<file path="src/rtl/fifo_level_ctr.sv">
// Occupancy counter for a DEPTH-entry FIFO with registered empty/full/almost flags.
// Define FIFO_ERR_FLAGS_EN to add sticky OVFERR/UDFERR outputs for illegal strobes.
module fifo_level_ctr #(
  parameter int DEPTH      = 8,
  parameter int CW         = $clog2(DEPTH+1),
  parameter int AEMPTY_LVL = 2,
  parameter int AFULL_LVL  = 6
) (
  input  logic          CLK,
  input  logic          RST_FIFO_,
  input  logic          CLRFIFO,
  input  logic          INCFIFO,
  input  logic          DECFIFO,
  output logic [CW-1:0] FIFOLEVEL,
  output logic          FIFOEMPTY,
  output logic          FIFOFULL,
  output logic          FIFOAEMPTY,
  output logic          FIFOAFULL,
`ifdef FIFO_ERR_FLAGS_EN
  output logic          OVFERR,
  output logic          UDFERR,
`endif
  output logic          INCACCEPT,
  output logic          DECACCEPT
);

  localparam logic [CW-1:0] DEPTH_C   = CW'(DEPTH);
  localparam logic [CW-1:0] AEMPTY_C  = CW'(AEMPTY_LVL);
  localparam logic [CW-1:0] AFULL_C   = CW'(AFULL_LVL);
  localparam logic          AFULL_RST = (AFULL_LVL == 0);

  logic [CW-1:0] level_q, level_d;
  logic          empty_q, empty_d;
  logic          full_q, full_d;
  logic          aempty_q, aempty_d;
  logic          afull_q, afull_d;

  // A write at full is allowed only when a read frees the slot on the same edge.
  assign INCACCEPT = INCFIFO & (~full_q | DECFIFO) & ~CLRFIFO;
  assign DECACCEPT = DECFIFO & ~empty_q & ~CLRFIFO;

  // Flags decode the next level so they land on the same edge as the level.
  always_comb begin
    level_d = level_q;
    if (CLRFIFO)
      level_d = '0;
    else
      level_d = level_q + CW'(INCACCEPT) - CW'(DECACCEPT);
    empty_d  = (level_d == '0);
    full_d   = (level_d == DEPTH_C);
    aempty_d = (level_d <= AEMPTY_C);
    afull_d  = (level_d >= AFULL_C);
  end

  always_ff @(posedge CLK or negedge RST_FIFO_) begin
    if (!RST_FIFO_) begin
      level_q  <= '0;
      empty_q  <= 1'b1;
      full_q   <= 1'b0;
      aempty_q <= 1'b1;
      afull_q  <= AFULL_RST;
    end else begin
      level_q  <= level_d;
      empty_q  <= empty_d;
      full_q   <= full_d;
      aempty_q <= aempty_d;
      afull_q  <= afull_d;
    end
  end

  assign FIFOLEVEL  = level_q;
  assign FIFOEMPTY  = empty_q;
  assign FIFOFULL   = full_q;
  assign FIFOAEMPTY = aempty_q;
  assign FIFOAFULL  = afull_q;

`ifdef FIFO_ERR_FLAGS_EN
  logic ovf_q, ovf_d;
  logic udf_q, udf_d;

  always_comb begin
    ovf_d = ovf_q | (INCFIFO & full_q & ~DECFIFO);
    udf_d = udf_q | (DECFIFO & empty_q);
    if (CLRFIFO) begin
      ovf_d = 1'b0;
      udf_d = 1'b0;
    end
  end

  always_ff @(posedge CLK or negedge RST_FIFO_) begin
    if (!RST_FIFO_) begin
      ovf_q <= 1'b0;
      udf_q <= 1'b0;
    end else begin
      ovf_q <= ovf_d;
      udf_q <= udf_d;
    end
  end

  assign OVFERR = ovf_q;
  assign UDFERR = udf_q;
`endif

endmodule

</file>
<file path="config.mk">
export PLATFORM = sky130hd
export DESIGN_NAME = fifo_level_ctr
export DESIGN_NICKNAME = d
export VERILOG_FILES = /design/src/rtl/fifo_level_ctr.sv
export SDC_FILE = /design/constraint.sdc
export NUM_CORES = 1
export LEC_CHECK = 0
export CORE_AREA = 2 2 39 41
export DETAILED_ROUTE_END_ITERATION = 10
export DIE_AREA = 0 0 41 43
export GPL_TIMING_DRIVEN = 0
export HOLD_SLACK_MARGIN = 0.1
export SLEW_MARGIN = 20
export SYNTH_ARGS = -nofsm -noshare
export SYNTH_HDL_FRONTEND = slang
export SYNTH_SLANG_ARGS = --single-unit
</file>
<file path="constraint.sdc">
create_clock -name CLK -period 4 [get_ports CLK]
set_input_delay 0.8 -clock CLK [delete_from_list [all_inputs] [get_ports CLK]]
set_output_delay 0.8 -clock CLK [all_outputs]
set_load 0.01 [all_outputs]
</file>
==> impl_metrics.env <==
export IMPL_postRouteWirelength_um=760
export IMPL_worstHoldStart="FIFOLEVEL[0]"
export IMPL_setup_violations=0
export IMPL_cp_end_kind="primary output"
export IMPL_r2r_end="FIFOAFULL"
export IMPL_grt_pass1_wl_mm=1.29
export IMPL_post_route_period_util=0.734
export IMPL_ctsHoldBuffers=0
export IMPL_worstHoldEndpoint="FIFOLEVEL[0]"
export IMPL_ys_seq_area_frac=0.470
export IMPL_clk_latency_ns=0.25
export IMPL_grt_pass1_vias=310
export IMPL_synth_cells=39
export IMPL_synth_edf_count=0
export IMPL_post_route_util=0.439
export IMPL_post_cts_resized=0
export IMPL_status="completed"
export IMPL_hold_slack_ns=0.688
export IMPL_cts_setup_buffers=0
export IMPL_track_usage=0.113
export IMPL_power_density_mw_per_mm2=793
export IMPL_skew_ns=0.00592
export IMPL_fin_setup_tns_ns=0
export IMPL_wl_per_cell_um=10.6
export IMPL_antenna_found_initial=0
export IMPL_first_pass_iters=4
export IMPL_power_leakage_nw=0.272
export IMPL_fillers=140
export IMPL_syn_num_nets=49
export IMPL_slew_headroom=0.712
export IMPL_syn2layout_area_growth_pct=40.9
export IMPL_r2r_cells=8
export IMPL_timing_rr_start="FIFOEMPTY"
export IMPL_initial_core_util=0.312
export IMPL_worstHoldPathType="reg2reg"
export IMPL_finalCriticalPeriod_ns=2.94
export IMPL_timing_max_cap_violations=0
export IMPL_synth_most_common_cell="dfrtp_1"
export IMPL_num_vias=313
export IMPL_synth_distinct_cells=20
export IMPL_synth_commonest_cells="6 x dfrtp_1, 5 x inv_1, 4 x ha_1"
export IMPL_grt_overflow=0
export IMPL_yosysWarnings=0
export IMPL_routed_via_density=4.35
export IMPL_cts_made_buffers=3
export IMPL_rrSetupSlack_ns=1.77
export IMPL_fp_row_count=14
export IMPL_hpwl_um=612
export IMPL_clkTransAtPathRegs_ns=0.05
export IMPL_drv_slew=0
export IMPL_fmax_ghz=0.341
export IMPL_drive_gt1_frac=0.125
export IMPL_die_height_um=43
export IMPL_diodes=0
export IMPL_syn_avg_cell_area_um2=11.1
export IMPL_tritoncts="done"
export IMPL_yosysTopAreaCell="dfrtp_1"
export IMPL_synth_top_area_share=0.348
export IMPL_syn_area_um2=432
export IMPL_clockRootBuffer="clkbuf_4"
export IMPL_synth_area_leaders="dfrtp_1 35%, dfstp_2 12%, ha_1 12%"
export IMPL_place_gp_congestion=0.719
export IMPL_numPortBuffers=13
export IMPL_startpoint_type="input pin"
export IMPL_required_ns=3.20
export IMPL_drc=0
export IMPL_drtIter0Drc=2
export IMPL_hold_viol_final=0
export IMPL_cts_buffer_depth=2
export IMPL_grt_start_max_net_pins=11
export IMPL_ys_ff_latch=8
export IMPL_peakVddDrop_mv=0.381
export IMPL_grt_setup_unrepaired="false"
export IMPL_ant_nets=0
export IMPL_core_mm2=0.00138
export IMPL_cts_sinks=8
export IMPL_die_area_mm2=0.00176
export IMPL_worst_pin_slew_ns=0.429
export IMPL_critical_path_max_fanout=2
export IMPL_htreeDepth=1
export IMPL_crit_type="in2out"
export IMPL_synth_flop_cell="dfrtp_1"
export IMPL_nets=67
export IMPL_ys_async_sr_fraction=1.00
export IMPL_critPathArrivalTime_ns=2.14
export IMPL_die_w_um=41
export IMPL_io_pins=15
export IMPL_hold_depth=2
## cell usage in the layout (no fill, tap or decap), drive strengths merged
| master | instances |
|---|---|
| a21o | 1 |
| a21oi | 2 |
| a31o | 2 |
| clkbuf | 5 |
| clkdlybuf4s50 | 13 |
| dfrtp | 6 |
| dfstp | 2 |
| fa | 1 |
| ha | 4 |
| inv | 5 |
| nand2 | 2 |
| nand2b | 2 |
| nand3b | 1 |
| nor2 | 3 |
| nor2b | 2 |
| nor3 | 1 |
| nor3b | 1 |
| xnor2 | 2 |
| xor2 | 1 |
## per-stage QoR
stage	area [um^2]	setup WS [ns]	total power, mW	std cells
finish	608	1.06	0.482	72
global route	608	0.928	0.521	72
CTS	608	1.05	0.490	72
detailed placement	582	0.886	0.421	68
global placement	582	0.903	0.420	68
floorplan	432	1.24	0.318	39
## final cells by class
class	count	area, um^2	share of cell area
flip-flops and latches	8	203	0.333
inverters	5	18.8	0.0309
well taps	16	20.0	0.0329
multi-input cells	25	206	0.340
clock buffers	4	26.3	0.0432
repair buffers	13	130	0.214
plain buffers	1	3.75	0.00617
## registers in the layout, summed over array words and instances (netlist names)
signal / flops
FIFOAEMPTY: 1
FIFOLEVEL: 4
FIFOAFULL: 1
FIFOEMPTY: 1
FIFOFULL: 1
## worst max path at each step
stage	from	endpoint	depth (start not counted)
floorplan	CLRFIFO	FIFOAFULL	9
global placement	DECFIFO	FIFOAFULL	10
detailed placement	DECFIFO	FIFOAFULL	10
CTS	DECFIFO	DECACCEPT	3
global route	DECFIFO	DECACCEPT	3
finish	DECFIFO	DECACCEPT	3
## kinds of logic after synthesis
kind of cell,synth area share
compound gates,0.0899
xor+xnor,0.0783
fa+ha+maj,0.162
buf+inv,0.0522
flops,0.470
simple gates,0.148
## worst max-delay path: stages
cell and delay [ns]:
clkdlybuf4s50_1 0.46, nor3b_1 0.28, clkdlybuf4s50_1 0.60
## power breakdown
| part | internal, mW | leakage (nW) | switching (mW) | total, mW |
|---|---|---|---|---|
| sequential | 0.121 | 0.101 | 0.0166 | 0.137 |
| clock | 0.0380 | 0.0150 | 0.0258 | 0.0639 |
| combinational | 0.145 | 0.157 | 0.136 | 0.281 |
| total | 0.304 | 0.272 | 0.179 | 0.482 |
## metal layers
| layer | part of all wire | vias up | GRT usage |
|---|---|---|---|
| li1 | - | 162 | - |
| met1 | 0.48 | 137 | 0.149 |
| met2 | 0.43 | 12 | 0.150 |
| met3 | 0.064 | 2 | 0.0209 |
| met4 | 0.025 | 0 | 0.100 |
| met5 | 0 | - | 0 |
Power figures use the tool's default switching activity.
